==> config.mk <==
export PLATFORM = sky130hd
export DESIGN_NAME = byte_load_sequencer
export DESIGN_NICKNAME = d
export VERILOG_FILES = /design/src/rtl/byte_load_sequencer.sv
export SDC_FILE = /design/constraint.sdc
export NUM_CORES = 1
export LEC_CHECK = 0
export ABC_AREA = 0
export CAP_MARGIN = 20
export CORE_MARGIN = 2
export CORE_UTILIZATION = 51
export DETAILED_ROUTE_END_ITERATION = 8
export PLACE_DENSITY = 0.88
export SETUP_SLACK_MARGIN = 0.3
export SYNTH_ARGS = -nofsm -noshare
export SYNTH_HDL_FRONTEND = slang
export SYNTH_SLANG_ARGS = --single-unit
export TNS_END_PERCENT = 50
==> constraint.sdc <==
create_clock -name Clock -period 4.1 [get_ports Clock]
set_clock_uncertainty 0.15 [all_clocks]
set_input_delay 0.82 -clock Clock [delete_from_list [all_inputs] [get_ports Clock]]
set_output_delay 0.82 -clock Clock [all_outputs]
set_load 0.02 [all_outputs]
==> src/rtl/byte_load_sequencer.sv <==
// byte_load_sequencer
// Fetches 1, 2 or 4 bytes from a fixed-latency 8-bit memory port and assembles
// them big-endian into the downstream 32-bit register. The register is driven
// only through its FunSel/E/I controls: one load-low-byte, then shift-in-byte.
//
// Optional feature, enabled by defining the macro SIGN_EXT_EN:
//   adds the Signed input; a signed halfword receives one extra WRITE cycle
//   (FunSel 111) that sign-extends the assembled 16-bit value.
//
// Handshake: Start is a single-cycle request, sampled only in IDLE together
// with Addr, Size (and Signed). Busy is high from the first REQ cycle through
// the DONE cycle; Start while Busy, or in the DONE cycle, is dropped. Done is
// a one-cycle pulse and Err is valid only while Done is high.
module byte_load_sequencer #(
    parameter int ADDR_W      = 16,
    parameter int MEM_LATENCY = 2
) (
    input  logic              Clock,
    input  logic              Reset,
    input  logic              Start,
    input  logic [ADDR_W-1:0] Addr,
    input  logic [1:0]        Size,
`ifdef SIGN_EXT_EN
    input  logic              Signed,
`endif
    output logic              Busy,
    output logic              Done,
    output logic              Err,
    output logic [ADDR_W-1:0] MemAddr,
    output logic              MemRd,
    input  logic [7:0]        MemData,
    output logic [31:0]       RegI,
    output logic [2:0]        RegFunSel,
    output logic              RegE
);

    localparam int WCW = $clog2(MEM_LATENCY + 1);

    localparam logic [2:0] FS_LOAD_LOW  = 3'b100;
    localparam logic [2:0] FS_SHIFT_IN  = 3'b110;
    localparam logic [2:0] FS_SIGN_EXT  = 3'b111;

    typedef enum logic [2:0] {
        S_IDLE  = 3'd0,
        S_REQ   = 3'd1,
        S_WAIT  = 3'd2,
        S_WRITE = 3'd3,
        S_DONE  = 3'd4
    } state_t;

    state_t            state;
    logic [ADDR_W-1:0] base;
    logic [1:0]        idx;
    logic [1:0]        last_idx;
    logic [WCW-1:0]    wcnt;
    logic [15:0]       acc16;      // last two bytes fetched, for the sign-extend write
    logic              sext_pend;  // an extra sign-extend WRITE is still owed
    logic [1:0]        next_idx;

    assign next_idx = idx + 2'd1;

    // Sequencer FSM; every output is registered and set on the edge entering its state
    always_ff @(posedge Clock) begin
        if (Reset) begin
            state     <= S_IDLE;
            base      <= '0;
            idx       <= '0;
            last_idx  <= '0;
            wcnt      <= '0;
            acc16     <= '0;
            sext_pend <= 1'b0;
            Busy      <= 1'b0;
            Done      <= 1'b0;
            Err       <= 1'b0;
            MemAddr   <= '0;
            MemRd     <= 1'b0;
            RegI      <= '0;
            RegFunSel <= 3'b000;
            RegE      <= 1'b0;
        end else begin
            case (state)
                S_IDLE: begin
                    Done <= 1'b0;
                    Err  <= 1'b0;
                    RegE <= 1'b0;
                    if (Start) begin
                        base <= Addr;
                        idx  <= 2'd0;
                        Busy <= 1'b1;
`ifdef SIGN_EXT_EN
                        sext_pend <= Signed && (Size == 2'b01);
`else
                        sext_pend <= 1'b0;
`endif
                        case (Size)
                            2'b00:   last_idx <= 2'd0;
                            2'b01:   last_idx <= 2'd1;
                            default: last_idx <= 2'd3;
                        endcase
                        if (Size == 2'b11) begin
                            // Reserved size: report the error without touching memory or register
                            state <= S_DONE;
                            Done  <= 1'b1;
                            Err   <= 1'b1;
                        end else begin
                            state   <= S_REQ;
                            MemRd   <= 1'b1;
                            MemAddr <= Addr;
                        end
                    end
                end

                S_REQ: begin
                    MemRd <= 1'b0;
                    wcnt  <= WCW'(MEM_LATENCY - 1);
                    state <= S_WAIT;
                end

                S_WAIT: begin
                    if (wcnt == '0) begin
                        // MemData is valid on this edge; hand it to the register
                        state     <= S_WRITE;
                        RegE      <= 1'b1;
                        RegI      <= {24'b0, MemData};
                        RegFunSel <= (idx == 2'd0) ? FS_LOAD_LOW : FS_SHIFT_IN;
                        acc16     <= {acc16[7:0], MemData};
                    end else begin
                        wcnt <= wcnt - 1'b1;
                    end
                end

                S_WRITE: begin
                    RegE <= 1'b0;
                    if (idx != last_idx) begin
                        idx     <= next_idx;
                        state   <= S_REQ;
                        MemRd   <= 1'b1;
                        MemAddr <= base + ADDR_W'(next_idx);
                    end else if (sext_pend) begin
                        // Stay in WRITE one more cycle to sign-extend the halfword
                        sext_pend <= 1'b0;
                        RegE      <= 1'b1;
                        RegI      <= {16'b0, acc16};
                        RegFunSel <= FS_SIGN_EXT;
                    end else begin
                        state <= S_DONE;
                        Done  <= 1'b1;
                        Err   <= 1'b0;
                    end
                end

                S_DONE: begin
                    Done  <= 1'b0;
                    Err   <= 1'b0;
                    Busy  <= 1'b0;
                    state <= S_IDLE;
                end

                default: begin
                    state <= S_IDLE;
                    Busy  <= 1'b0;
                    Done  <= 1'b0;
                    Err   <= 1'b0;
                    MemRd <= 1'b0;
                    RegE  <= 1'b0;
                end
            endcase
        end
    end

endmodule

==> impl_results.md, run 1 <==
- Hold slack: just over 0.3 ns
- Crit Path Max Fanout: 27
- Post-route DRC: 0
- Ports: 85
- Iteration-0 DRC Markers: 151
- Compound-cell area share of the yosys netlist: 0.171
- Initial antenna violation count: 0
- Most used DFF post-synth: dfxtp_1
- Worst setup SP type: input pin
- Syn-to-layout area delta: 25.6%
- CP Class: in2reg
- Antenna Cells: 0
- Routed vias: between 2,000 and 3,000
- Skew-Pair Late Insertion Delay: 0.35 ns
- Core ar.: 5890 um^2
- Global-route usage over all layers: 0.221
- CP arrival: 2.77 ns
- WL final: 6970 um
- Worst min-delay path class: reg2reg
- Pin count of the biggest net entering global routing: 56
- Wire per inst: 13.3 um
- FILL cells: 511
- CTS tree: done
- Fin. max-slew vios: 0
- Post-CTS Setup Inserts: 0
- Synthesis Warnings: 0
- H-tree depth: 3
- VDD IR max: 213 uV
- Post-synthesis mux area share: 0
- Post-CTS Resized: 0
- R2R setup slack: 1.49 ns
- Status: complete, no violations
- Min cycle time layout: about 2.7 ns
- Height of the die: 81.9 um
- MaxCap Viol Count: 0
- Final Setup Violations: 0
- Site Rows: 28
- CTS Buf Count: 9
- CTS Sinks: between 60 and 70
- Initial Utilization: 0.525
- Final setup TNS: 0 ns
- Synth Area in XOR/XNOR: 0.0425
- Seq cells post-synth: between 60 and 70
- CP endpoint kind: register
- Share of layout cells above drive strength 1: 0.0582
- Leakage: 0.00146 uW
- IO buf count: 68
- Post-synth ARST share: 0
- Root Driver: clkbuf_8
- Relative slew slack: 0.425
- Final Cycle Share: 0.652
- RSZ-0062 raised after global routing: no
- Antenna-violating nets left: 0
- Final hold violations: 0
- Final GP Congestion: 0.878
- Main combinational cell family by area after synthesis: simple AND/OR/NAND/NOR gates
- GRT Residual Overflow: 0
- Post-Synthesis Cells: between 300 and 400
- Syn avg cell area: 7.97 um^2
- Die ar.: 6700 um^2
- First-pass GRT wire length: between 10,000 and 15,000 um
- Mapped Area: 3090 um^2
- Adder-Cell Fraction of Synth Area: 0.0227
- Slew @ Worst Pin: 0.860 ns
- Nets: 476
- Initial DRT Pass Iterations: 5
- Vias in the first global route: ~2,600
- Bufs on Longest Clock Path: 2
- Hold buffer count at cts: 0
- Die X: 81.9 um
- Netlist cell types: 46
- Simple-gate share of the synthesized area: 0.248
- Worst EP required: 4.19 ns
- Via-per-instance ratio: 5.31
- Clock-pin transition on the worst setup and hold timing paths: approximately 0.070 ns
- Post-DP HPWL: 4710 um
- Number of synthesized flops with an enable pin: 0
- Sequential element share of the synthesized area: 0.421
- Power Density: 463 nW/um^2
- Achievable Freq: between 0.3 and 0.4 GHz
==> synth_stat cells, types with 5 or more instances <==
cell / count / share of area
nand2_1: 76 / 0.092
xor2_1: 5 / 0.014
nand3_1: 13 / 0.021
nor2_1: 34 / 0.041
a21oi_1: 48 / 0.078
xnor2_1: 10 / 0.028
inv_1: 10 / 0.012
nor3_1: 8 / 0.013
a211o_1: 10 / 0.028
and3_1: 11 / 0.022
buf_4: 17 / 0.041
dfxtp_1: 65 / 0.42
clkbuf_1: 18 / 0.022
==> where the power goes <==
group | leakage (uW) | switching, uW | internal (uW)
sequential | 0.000530 | 79.2 | 703
clock | 0.0000912 | 260 | 279
combinational | 0.000837 | 271 | 207
total | 0.00146 | 610 | 1190
==> layout make-up <==
class,count,area [um^2],area share
clock buffers,9,124,0.0319
well taps,75,93.8,0.0242
multi-input cells,285,1560,0.401
flip-flops and latches,65,1300,0.335
repair buffers,71,698,0.180
clock inverters,7,71.3,0.0184
inverters,10,37.5,0.00967
==> cell usage in the layout, fill, tap and decap left out, types with 10 or more instances in the layout <==
cell type         n
dfxtp_1          65
xnor2_1          10
inv_1            10
nand3_1          13
conb_1           16
a21oi_1          48
a211o_1          10
nand2_1          76
clkdlybuf4s50_1  67
nor2_1           34
and3_1           11
==> critical path, cell delays in order <==
cell and delay (ns):
clkdlybuf4s50_1 0.48, nor4b_4 0.17, buf_4 0.24, nand2_2 0.08
a21boi_4 0.60, a211oi_1 0.11, a31o_2 0.24
==> cells by family (layout without fill, tap and decap cells) <==
| kind of cell | Yosys count | after routing |
|---|---|---|
| AO/OA/AOI/OAI | 84 | 84 |
| XOR/XNOR | 15 | 15 |
| adder cells (fa/ha/maj) | 5 | 5 |
| buffers and inverters | 53 | 97 |
| flip-flops | 65 | 65 |
| other | 1 | 16 |
| AND/OR/NAND/NOR | 165 | 165 |
==> per-stage QoR <==
stage          area (um^2)   util  power, uW  std cells  setup WS, ns
6_report              3880  0.660       1800        522          1.43
5_1_grt               3880  0.660       1900        522          1.30
4_1_cts               3880  0.660       1800        522          1.47
3_5_place_dp          3690  0.626       1270        506          1.10
3_3_place_gp          3690  0.626       1250        506          1.18
2_1_floorplan         3150      -       1130        403          1.89
==> sequential cells by signal, indices dropped and copies added, names as in the netlist <==
name,count
MemAddr,16
RegFunSel,3
idx,2
RegI,16
Err,1
base,16
Done,1
state,3
RegE,1
MemRd,1
wcnt,2
Busy,1
last_idx,2
==> final timing paths <==
check,end,start,cells after the start
hold reg to reg,MemAddr[6],MemAddr[6],2
setup reg to reg,MemAddr[15],state[1],6
hold / removal,MemAddr[6],MemAddr[6],2
setup / recovery,MemAddr[9],Start,7
==> metal layers <==
layer	part of all wire	track usage	vias up	wire length, um
li1	-	-	1393	-
met3	0.072	0.0462	15	504
met2	0.48	0.380	111	3350
met5	0	0	-	0
met4	0.021	0.0900	0	144
met1	0.43	0.268	1252	2970
(Power assumes the default switching activity.)
==> inputs of run 2 (changes only) <==
CORE_UTILIZATION = 43   (was 51)
PLACE_DENSITY = 0.8   (was 0.88)
clock period = 2.2 ns   (was 4.1 ns; I/O delays follow)
==> impl_results.md, run 2 (same netlist as run 1, synthesis figures left out) <==
- Status: complete, no violations (unchanged)
- Final GP Congestion: 0.883 (was 0.878)
- Die X: 88.8 um (was 81.9 um)
- Root Driver: clkbuf_8 (unchanged)
- Min cycle time layout: about 2.1 ns
- Via-per-instance ratio: 5.18 (was 5.31)
- Hold slack: 0.305 ns (was 0.307 ns)
- Gate power share: 0.282 (was 0.266)
- Post-route DRC: 0 (unchanged)
- Commonest non-fill, non-tap cell in the layout: nand2_1 (unchanged)
- Global-route usage over all layers: 0.196 (was 0.221)
- Post-Layout Cell Count: 563 (was 522)
- CP arrival: 2.18 ns (was 2.77 ns)
- Critical Path End: MemAddr[14] (was MemAddr[9])
- Share of layout cells above drive strength 1: 0.146 (was 0.0582)
- Clock-pin transition on the worst setup and hold timing paths: 0.07 ns (about the same)
- Switching portion of total power: 0.312 (was 0.339)
- Bufs on Longest Clock Path: 2 (unchanged)
- Fin. max-slew vios: 0 (unchanged)
- Worst EP required: 2.26 ns (was 4.19 ns)
- Initial Utilization: 0.450 (was 0.525)
- Crit path cell chain: inv_4 -> ha_4 -> fa_2 -> nand3_4 -> nor4_2 -> nor3_1 -> a221oi_1 -> o31ai_1 (was clkdlybuf4s50_1 -> nor4b_4 -> buf_4 -> nand2_2 -> a21boi_4 -> a211oi_1 -> a31o_2)
- FILL cells: 594 (was 511)
- Reg2reg start: idx[0] (was state[1])
- Final Setup Violations: 0 (unchanged)
- Placed Cells: 540 (was 506)
- First-pass GRT wire length: 12,000 um (was 11,400 um)
- Final Cycle Share: 0.965
- Slowest cell on the critical path: dfxtp_4 (was a21boi_4)
- Final hold violations: 0 (unchanged)
- Ports: 85 (unchanged)
- Routed vias: 2,915 (was 2,771)
- Worst setup SP type: register (was input pin)
- Net switching power: 1150 uW (was 610 uW)
- Crit path from: idx[0] (was Start)
- CTS tree: done (unchanged)
- Achievable Freq: 0.471 GHz
- Slew @ Worst Pin: 0.589 ns (was 0.860 ns)
- IO buf count: 68 (unchanged)
- H-tree depth: 3 (unchanged)
- Power Density: 854 nW/um^2 (was 463 nW/um^2)
- R2R setup slack: 0.08 ns (was 1.49 ns)
- VDD IR max: 437 uV (was 213 uV)
- Initial antenna violation count: 0 (unchanged)
- Worst min-delay path class: reg2reg (unchanged)
- Pin count of the biggest net entering global routing: 55 (was 56)
- Wire per inst: 13.7 um (was 13.3 um)
- WL final: 7740 um (was 6970 um)
- Antenna-violating nets left: 0 (unchanged)
- Initial DRT Pass Iterations: 5 (unchanged)
- CTS Sinks: 65 (unchanged)
- Relative slew slack: 0.607 (was 0.425)
- Clock power share: 0.329 (was 0.300)
- Dpl cell area: 3890 um^2 (was 3690 um^2)
- Height of the die: 88.8 um (was 81.9 um)
- Antenna Cells: 0 (unchanged)
- Largest regs: MemAddr: 16 flops, RegI: 16 flops, base: 16 flops (unchanged)
- Site Rows: 30 (was 28)
- MaxCap Viol Count: 0 (unchanged)
- GRT Residual Overflow: 0 (unchanged)
- Vias in the first global route: 2,635 (was 2,579)
- Leakage: 0.00173 uW (was 0.00146 uW)
- CP Class: reg2reg (was in2reg)
- Sequential power share: 0.389 (was 0.435)
- CTS Buf Count: 9 (unchanged)
- Crit Path Max Fanout: 4 (was 27)
- Power Internal: 2530 uW (was 1190 uW)
- Iteration-0 DRC Markers: 196 (was 151)
- Skew-Pair Late Insertion Delay: 0.34 ns (was 0.35 ns)
- CP endpoint kind: register (unchanged)
- Syn-to-layout area delta: 39.2% (was 25.6%)
- Final Instance Area: 4300 um^2 (was 3880 um^2)
- Reg2Reg Capture Point: MemAddr[14] (was MemAddr[15])
- RSZ-0062 raised after global routing: yes (was no)
- Post-DP HPWL: 5110 um (was 4710 um)
- Die ar.: 7880 um^2 (was 6700 um^2)
- HP Start: RegI[6] (was MemAddr[6])
- Nets: 496 (was 476)
- Core ar.: 6870 um^2 (was 5890 um^2)
- Commonest non-fill, non-tap cells in the layout: 75 x nand2_1, 64 x clkdlybuf4s50_1, 62 x dfxtp_1 (was 76 x nand2_1, 67 x clkdlybuf4s50_1, 65 x dfxtp_1)
- Largest stage delay, worst path: 0.36 ns (was 0.60 ns)
- Reg2reg path depth: 8 (was 6)
run 2: cell types whose count changed in the layout (fill, tap and decap cells not counted), sizes merged:
cell / delta
buf: +20
bufinv: +2
clkbuf: +2
clkdlybuf4s50: -3
clkinv: -1
clkinvlp: -3
dlymetal6s2s: +3
run 2: layer usage:
metal | vias up | global-route usage | wire length (um)
li1 | 1438 | - | -
met1 | 1362 | 0.243 | 3270
met2 | 108 | 0.327 | 3830
met3 | 7 | 0.0597 | 538
met4 | 0 | 0.0592 | 99
met5 | - | 0 | 0
run 2: worst max-delay path: cells and delay by family (launching register included):
kind                       cells  cell delay, ns
buffers and inverters          1            0.04
DFF                            1            0.36
adders and majority gates      2            0.54
and+or+nand+nor                3            0.57
AOI/OAI and AO/OA              2            0.33
run 2: worst min-delay path by stage:
stage / end / slack (ns) / cells after the start
2_1_floorplan: base[15] / 0.29 / 2
3_3_place_gp: RegI[4] / 0.29 / 2
3_5_place_dp: MemAddr[12] / 0.30 / 2
4_1_cts: RegI[6] / 0.31 / 2
5_1_grt: MemAddr[7] / 0.33 / 2
6_report: RegI[6] / 0.31 / 2
run 2: final cells by class:
cell class,count,area (um^2),share of cell area
Multi-Input combinational cell,285,1720,0.401
Timing Repair Buffer,91,876,0.204
Tap cell,96,120,0.0279
Clock buffer,11,131,0.0305
Inverter,10,40.0,0.00931
Sequential cell,65,1310,0.304
Clock inverter,5,104,0.0241
run 2: power groups by stage:
stage	clock, uW	sequential [uW]	combinational [uW]
after global placement	0	1440	982
after CTS	1230	1420	1010
after detailed placement	0	1450	1000
after global routing	1280	1450	1130
after floorplan	0	1510	603
final	1210	1430	1040
run 2: per-stage QoR:
stage	total power [uW]	TNS, ns	utilization	setup slack (ns)
global placement	2420	0	0.566	0.0629
floorplan	2110	0	-	0.249
global route	3860	-0.0402	0.626	-0.0402
detailed placement	2450	0	0.566	0.0121
CTS	3660	0	0.607	0.124
finish	3680	0	0.626	0.0764
run 2: repair_timing:
item                       CTS  global route
resized for setup            5            21
hold buffers                 0             0
pin swaps                    3            16
setup buffers                2             5
setup endpoints to repair   23            78
